## src/rtl/fp16_pkg.sv

```systemverilog
// Shared fp16 definitions: width, field slices, zero test and the accumulator sequencer state set.
package fp16_pkg;

   localparam int FP16_W        = 16;
   localparam int FP16_SIGN_BIT = 15;
   localparam int FP16_EXP_MSB  = 14;
   localparam int FP16_EXP_LSB  = 10;
   localparam int FP16_FRAC_MSB = 9;
   localparam int FP16_FRAC_LSB = 0;

   typedef enum logic [2:0] {
      ST_IDLE   = 3'd0,
      ST_GATHER = 3'd1,
      ST_ISSUE  = 3'd2,
      ST_WAIT   = 3'd3,
      ST_DONE   = 3'd4
   } acc_state_t;

   function automatic logic fp16_sign(input logic [FP16_W-1:0] v);
      return v[FP16_SIGN_BIT];
   endfunction

   // +0 and -0 both count as zero; the sign bit is deliberately ignored.
   function automatic logic is_zero(input logic [FP16_W-1:0] v);
      return (v[FP16_EXP_MSB:FP16_EXP_LSB] == '0) && (v[FP16_FRAC_MSB:FP16_FRAC_LSB] == '0);
   endfunction

endpackage

```

## src/rtl/fp16_acc_sequencer.sv

```systemverilog
// Per-packet fp16 accumulator driving an external adder over valid/ready operand/result channels.
// Optional FP16_ACC_ZERO_SKIP_EN: zero elements bypass the adder (adder does not handle zero operands).
//
// state  | meaning
// IDLE   | wait for first element of a packet, load it straight into acc
// GATHER | wait for next element, latch it into x_q
// ISSUE  | present {acc, x_q} to the adder until accepted
// WAIT   | wait for the adder result, load it into acc
// DONE   | present packet total and element count until taken
module fp16_acc_sequencer
   import fp16_pkg::*;
#(
   parameter int MAX_LEN = 256,
   parameter int CNT_W   = $clog2(MAX_LEN) + 1
) (
   input  logic              clk,
   input  logic              rst_n,
   input  logic              s_valid,
   output logic              s_ready,
   input  logic [15:0]       s_data,
   input  logic              s_last,
   output logic              add_valid,
   input  logic              add_ready,
   output logic [15:0]       add_a,
   output logic [15:0]       add_b,
   input  logic              sum_valid,
   output logic              sum_ready,
   input  logic [15:0]       sum_data,
   output logic              m_valid,
   input  logic              m_ready,
   output logic [15:0]       m_data,
   output logic [CNT_W-1:0]  m_count
);

   acc_state_t        state, state_nxt;
   logic [15:0]       acc, acc_nxt;
   logic [15:0]       x_q, x_nxt;
   logic              last_q, last_nxt;
   logic [CNT_W-1:0]  cnt, cnt_nxt, cnt_inc;

   assign cnt_inc = (cnt == '1) ? cnt : cnt + CNT_W'(1);

   // Handshakes use the registered ready/valid flags so no input reaches an output combinationally.
   always_comb begin
      state_nxt = state;
      acc_nxt   = acc;
      x_nxt     = x_q;
      last_nxt  = last_q;
      cnt_nxt   = cnt;
      case (state)
         ST_IDLE: begin
            if (s_valid && s_ready) begin
               acc_nxt   = s_data;
               cnt_nxt   = CNT_W'(1);
               state_nxt = s_last ? ST_DONE : ST_GATHER;
            end
         end
         ST_GATHER: begin
            if (s_valid && s_ready) begin
               cnt_nxt = cnt_inc;
`ifdef FP16_ACC_ZERO_SKIP_EN
               if (is_zero(s_data)) begin
                  state_nxt = s_last ? ST_DONE : ST_GATHER;
               end else if (is_zero(acc)) begin
                  acc_nxt   = s_data;
                  state_nxt = s_last ? ST_DONE : ST_GATHER;
               end else begin
                  x_nxt     = s_data;
                  last_nxt  = s_last;
                  state_nxt = ST_ISSUE;
               end
`else
               x_nxt     = s_data;
               last_nxt  = s_last;
               state_nxt = ST_ISSUE;
`endif
            end
         end
         ST_ISSUE: begin
            if (add_valid && add_ready) state_nxt = ST_WAIT;
         end
         ST_WAIT: begin
            if (sum_valid && sum_ready) begin
               acc_nxt   = sum_data;
               state_nxt = last_q ? ST_DONE : ST_GATHER;
            end
         end
         ST_DONE: begin
            if (m_valid && m_ready) state_nxt = ST_IDLE;
         end
         default: state_nxt = ST_IDLE;
      endcase
   end

   always_ff @(posedge clk or negedge rst_n) begin
      if (!rst_n) begin
         state     <= ST_IDLE;
         acc       <= '0;
         x_q       <= '0;
         last_q    <= 1'b0;
         cnt       <= '0;
         s_ready   <= 1'b0;
         add_valid <= 1'b0;
         add_a     <= '0;
         add_b     <= '0;
         sum_ready <= 1'b0;
         m_valid   <= 1'b0;
         m_data    <= '0;
         m_count   <= '0;
      end else begin
         state     <= state_nxt;
         acc       <= acc_nxt;
         x_q       <= x_nxt;
         last_q    <= last_nxt;
         cnt       <= cnt_nxt;
         s_ready   <= (state_nxt == ST_IDLE) || (state_nxt == ST_GATHER);
         add_valid <= (state_nxt == ST_ISSUE);
         add_a     <= (state_nxt == ST_ISSUE) ? acc_nxt : '0;
         add_b     <= (state_nxt == ST_ISSUE) ? x_nxt : '0;
         sum_ready <= (state_nxt == ST_WAIT);
         m_valid   <= (state_nxt == ST_DONE);
         m_data    <= (state_nxt == ST_DONE) ? acc_nxt : '0;
         m_count   <= (state_nxt == ST_DONE) ? cnt_nxt : '0;
      end
   end

endmodule

```

## config.mk

```make
export PLATFORM = sky130hd
export DESIGN_NAME = fp16_acc_sequencer
export DESIGN_NICKNAME = d
export VERILOG_FILES = /design/src/rtl/fp16_pkg.sv /design/src/rtl/fp16_acc_sequencer.sv
export SDC_FILE = /design/constraint.sdc
export NUM_CORES = 1
export LEC_CHECK = 0
export BUFFER_PORTS_ARGS = -buffer_cell sky130_fd_sc_hd__buf_2
export CAP_MARGIN = 40
export CELL_PAD_IN_SITES_DETAIL_PLACEMENT = 0
export CELL_PAD_IN_SITES_GLOBAL_PLACEMENT = 1
export CORE_AREA = 2 2 100 102
export CTS_CLUSTER_SIZE = 25
export DETAILED_ROUTE_END_ITERATION = 7
export DIE_AREA = 0 0 102 104
export GPL_ROUTABILITY_DRIVEN = 0
export PLACE_DENSITY = 0.77
export SYNTH_ARGS = -nofsm -noshare
export SYNTH_HDL_FRONTEND = slang
export SYNTH_SLANG_ARGS = --single-unit
```

## constraint.sdc

```tcl
create_clock -name clk -period 2.93 [get_ports clk]
set_input_delay 0.4395 -clock clk [delete_from_list [all_inputs] [get_ports clk]]
set_output_delay 0.4395 -clock clk [all_outputs]
set_load 0.01 [all_outputs]
```

* Word level (Yosys, flattened, before mapping)
Cells that the tools add are included.
** Cells by class
- Add/sub/neg operators :: 1
- Multiply operators :: 0
- Div/mod/pow operators :: 0
- $lt $le $gt $ge :: 0
- Eq/ne operators :: 9
- Shift operators :: 0
- Mux-type cells :: 21
- Bitwise gates (word level) :: 0
- Reduce and logical (&&, ||, !) cells :: 8
** Operators with widths (number)
- $mux W16 :: 7
- $mux W9 :: 4
- $pmux W16 S2 :: 1
- $mux W3 :: 7
- $pmux W9 S2 :: 1
- $pmux W3 S5 :: 1
- $eq A3 B2 Y1 const B :: 4
- $add A9 B1 Y9 const B :: 1
- $eq A9 B9 Y1 const B :: 1
- $eq A3 B1 Y1 const B :: 2
- $eq A3 B3 Y1 const B :: 2
- $logic_not A3 Y1 :: 2
- $logic_and A1 B1 Y1 :: 4
- $reduce_and A2 Y1 :: 1
- $logic_or A1 B1 Y1 :: 1
** Storage, ports and cells
- Flip-flop bits (word level) :: 106
- Latch bits :: 0
- Memory bits (writable) :: 0
- ROM bits :: 0
- Bits of input ports :: 39
- Output and inout port bits :: 61
- Word-level logic and storage cells :: 52
- Memories :: 0

* Longest topological paths before layout
- Depth after elaboration :: 5
- Mapped depth :: 7
- Mapped depth without buffers :: 5

* Least setup slack after synthesis
OpenSTA, ideal clock, no wires.
- Kind :: reg-to-reg
- From :: register s_ready
- To :: register add_b[6]
- Library setup time :: 0.119 ns
- Arrival time :: 1.668 ns
- Data required time :: 2.811 ns
- Path slack :: 1.143 ns
- Stages on the path, launching flop included :: 6
- Buffers on the path :: 1
- Path through :: dfrtp_1 -> nand3_2 -> nor3_2 -> buf_2 -> mux2_2 -> and2_1
** On the way
- Elaborated cells on any way between the ends :: 8
** RTL lines
- from (decl) :: line fp16_acc_sequencer.sv:19 : output logic s_ready,
- from (signal assigned) :: line fp16_acc_sequencer.sv:116 : s_ready <= (state_nxt == ST_IDLE) || (state_nxt == ST_GATHER);
- $logic_and A1 B1 Y1 :: line fp16_acc_sequencer.sv:59 : if (s_valid && s_ready) begin
- $mux W16 :: line fp16_acc_sequencer.sv:59
- $mux W16 :: line fp16_acc_sequencer.sv:50 : case (state)
- net x_nxt[6] :: line fp16_acc_sequencer.sv:37 : logic [15:0] x_q, x_nxt;
- $mux W16 :: line fp16_acc_sequencer.sv:119 : add_b <= (state_nxt == ST_ISSUE) ? x_nxt : '0;
- to (signal assigned) :: line fp16_acc_sequencer.sv:119
- to (decl) :: line fp16_acc_sequencer.sv:25 : output logic [15:0] add_b,
The timed path passes the listed nets, and every way through them passes these cells.
A chain may end at the register's enable or synchronous reset.

* Worst setup path after layout
- From :: register state[0]
- To :: register add_a[7]
** On the way
- Longest elaborated chain between the ends :: 4
- Elaborated cells on any way between the ends :: 14
** RTL lines
- from (decl) :: line fp16_acc_sequencer.sv:35 : acc_state_t state, state_nxt;
- from (signal assigned) :: line fp16_acc_sequencer.sv:111 : state <= state_nxt;
- $eq A3 B3 Y1 (tied with other cells) :: line fp16_acc_sequencer.sv:50
- $pmux W3 S5 :: line fp16_acc_sequencer.sv:50
- $eq A3 B2 Y1 :: line fp16_acc_sequencer.sv:118 : add_a <= (state_nxt == ST_ISSUE) ? acc_nxt : '0;
- $mux W16 (*) :: line fp16_acc_sequencer.sv:118
- to (signal assigned) :: line fp16_acc_sequencer.sv:118
- to (decl) :: line fp16_acc_sequencer.sv:24 : output logic [15:0] add_a,
Every way passes the cells marked *; elsewhere a longest branch is shown, timed or not.

==> metrics.md <==
| Metric | Value |
|---|---|
| Outcome | `finished clean` |
| Internal power | `3010 µW` |
| Crit-path cells | `inv_1 -> nand3_1 -> a21oi_2 -> buf_4 -> and2_1` |
| Routed WL | `8980 µm` |
| Fin crit share | `0.746` |
| Area share of the largest cell type after synthesis | `0.659` |
| GRT Overall Usage | `0.176` |
| Post-Syn Area | `0.00402 mm²` |
| Least-Margin Pin Slew | `0.716 ns` |
| Post-route worst setup slack | `0.744 ns` |
| CTS tree | `built` |
| F_max | `457 MHz` |
| DR iter-0 viols | `96` |
| CP required | `3.22 ns` |
| Worst Hold Class | `in2async` |
| Core area | `0.00955 mm²` |
| First-pass GRT wire length | `14300 µm` |
| Syn Area/Cell | `13.2 µm²` |
| Util after Layout | `0.511` |
| Post-synthesis cell count | `305` |
| Final setup viols | `0` |
| Crit-path max FO | `21` |
| Number of synthesis warnings | `0` |
| WP data arrival | `2.48 ns` |
| Clock share of power | `0.204` |
| Post_cts resized | `0` |
| Slowest-stage cell, CP | `dfrtp_1` |
| Clk_skew | `0.0118 ns` |
| LEAKAGE | `0.00257 µW` |
| Final #Nets | `446` |
| Htree depth | `3` |
| Net count after synthesis | `345` |
| Root Driver | `clkbuf_8` |
| Largest net degree at the start of global routing | `53` |
| Diodes inserted | `0` |
| Routed length per instance | `16.5 µm` |
| Post-route antenna net violation count | `0` |
| Largest cells by area after synthesis | `dfrtp_1, and2_1, a221o_1, mux2_2, and3_1` |
| Count of cell types in the netlist | `40` |
| R2R setup slack | `0.74 ns` |
| Clk sink count | `106` |
| Post-DP Area | `0.00467 mm²` |
| Post-route cell area | `0.00488 mm²` |
| Vias | `2748` |
| Final TNS setup | `0 ns` |
| Max IR drop VDD | `0.407 mV` |
| Place WS | `0.755 ns` |
| Initial DRT Pass Iterations | `4` |
| Final Power | `4530 µW` |
| Max stage delay on crit path | `0.50 ns` |
| Reg-to-reg startpoint | `state[0]` |
| Vias in the first global route | `2779` |
| CP endpoint kind | `register` |
| #FFs+latches synth | `106` |
| Gr ovfl total | `0` |
| Num rows | `36` |
| Synth area leader | `dfrtp_1` |
| CP Class | `reg2reg` |
| Max-Cap Viols | `0` |
| Height of the die | `104 µm` |
| Hold_buf cts | `0` |
| Register-to-Register Path Depth | `5` |
| Clk Latency, worst-skew pair | `0.36 ns` |
| RSZ-0062 raised after global routing | `no` |
| DRC Markers | `0` |
| Slew Limit Fails | `0` |
| Layout area overhead | `21.2%` |
| Fin crit period | `2.19 ns` |
| Sequential area share after synthesis | `0.659` |
| # fillers | `911` |
| Initial antenna violation count | `0` |
| Setup bufs post-CTS | `0` |
| Switching share of power | `0.335` |
| I/O Buffers | `99` |
| Final hold vios | `0` |
| Sequential Power Share | `0.480` |
| Power density cells | `929 mW/mm²` |
| Comb pwr share | `0.316` |
| Die area | `0.0106 mm²` |
| Initial Util | `0.421` |
| RR Endpoint | `add_a[7]` |
| Crit path launch type | `register` |
| Boundary Pins | `100` |
| Chip width | `102 µm` |
| HPWL Detailed | `6080 µm` |
| CTS Buffer Depth | `2` |
| Switch Pwr | `1520 µW` |
| Layout cells sized above 1 | `0.353` |
| Slew HR | `0.522` |
| Worst-path clk slew | `0.10 ns` |
| Vias per inst | `5.05` |
| Inserted Clock Buffers | `9` |
critical path: cells and delay by family (launching register included):
kind,cells,cell delay [ns]
buffers and inverters,2,0.80
DFF,1,0.50
and+or+nand+nor,2,0.32
AOI/OAI and AO/OA,1,0.48
cell usage in the layout, fill, tap and decap left out, types with 7 or more instances in the layout:
| cell type | netlist | routed |
|---|---|---|
| and3_1 | 18 | 18 |
| and2_1 | 52 | 52 |
| nand3_1 | 10 | 10 |
| mux2_2 | 14 | 14 |
| nand2_1 | 16 | 16 |
| dfrtp_1 | 106 | 106 |
| buf_2 | 7 | 98 |
| buf_4 | 0 | 8 |
| clkbuf_8 | 0 | 10 |
| a21oi_1 | 8 | 7 |
| a221o_1 | 16 | 16 |
kinds of logic after synthesis:
kind of cell,synth area share
muxes,0.0448
buffers and inverters,0.0246
and+or+nand+nor,0.178
adders and majority gates,0.00311
AOI/OAI and AO/OA,0.0908
DFF,0.659
flip-flops by register name (all words and copies together) (netlist names):
| register | count |
|---|---|
| add_a | 16 |
| s_ready | 1 |
| x_q | 16 |
| state | 3 |
| cnt | 9 |
| add_valid | 1 |
| m_data | 16 |
| m_valid | 1 |
| add_b | 16 |
| m_count | 9 |
| sum_ready | 1 |
| last_q | 1 |
| acc | 16 |
power by group through the flow:
stage               sequential [µW]  clock, µW  combinational (µW)
floorplan                      2230          0                 854
global placement               2190          0                1430
detailed placement             2200          0                1450
CTS                            2180        954                1450
global route                   2220       1020                1580
finish                         2180        925                1430
routing by layer:
metal / global-route usage / share of wire / vias up
met3: 0.0262 / 0.036 / 10
met2: 0.289 / 0.51 / 63
met1: 0.233 / 0.44 / 1398
li1: - / - / 1277
met4: 0.0686 / 0.015 / 0
met5: 0 / 0 / -
worst max-delay path by stage:
stage / from / endpoint / slack, ns / cells past startpoint
after global routing: state[0] / add_a[7] / 0.51 / 5
after CTS: state[0] / add_a[7] / 0.73 / 5
after detailed placement: state[0] / add_a[7] / 0.76 / 5
final: state[0] / add_a[7] / 0.74 / 5
after global placement: state[0] / add_a[12] / 0.79 / 5
after floorplan: s_ready / add_b[6] / 1.14 / 5
per-stage QoR:
stage | instances | hold WS [ns]
4_1_cts | 544 | 0.122
2_1_floorplan | 305 | 0.144
3_3_place_gp | 528 | 0.468
6_report | 544 | 0.0969
3_5_place_dp | 528 | 0.473
5_1_grt | 544 | 0.140
area by class of cell:
class / instances / area [µm²] / share of cell area
sequential: 106 / 2650 / 0.544
multi-input combinational: 177 / 1280 / 0.262
timing repair buffer: 106 / 551 / 0.113
tap: 133 / 166 / 0.0341
clock buffer: 10 / 138 / 0.0282
clock inverter: 6 / 70.1 / 0.0144
inverter: 6 / 22.5 / 0.00462
Yosys cell counts, drive strengths merged:
cell and instances:
a211oi 1, a41o 2, and2 52, nor4 1
o311a 1, nor2 5, o31ai 1, o32a 1
a221oi 1, a311oi 1, o211ai 1, buf 8
nand3 11, nand4bb 1, a221o 16, a211o 2
o311ai 3, a21oi 8, inv 6, clkbuf 8
and3 18, o31a 1, nand2b 1, or4 2
ha 1, a21boi 2, and4 1, nand2 16
nor3 4, o221a 1, and4bb 1, or3 4
dfrtp 106, mux2 16, nand4 1
(Power assumes the default switching activity.)
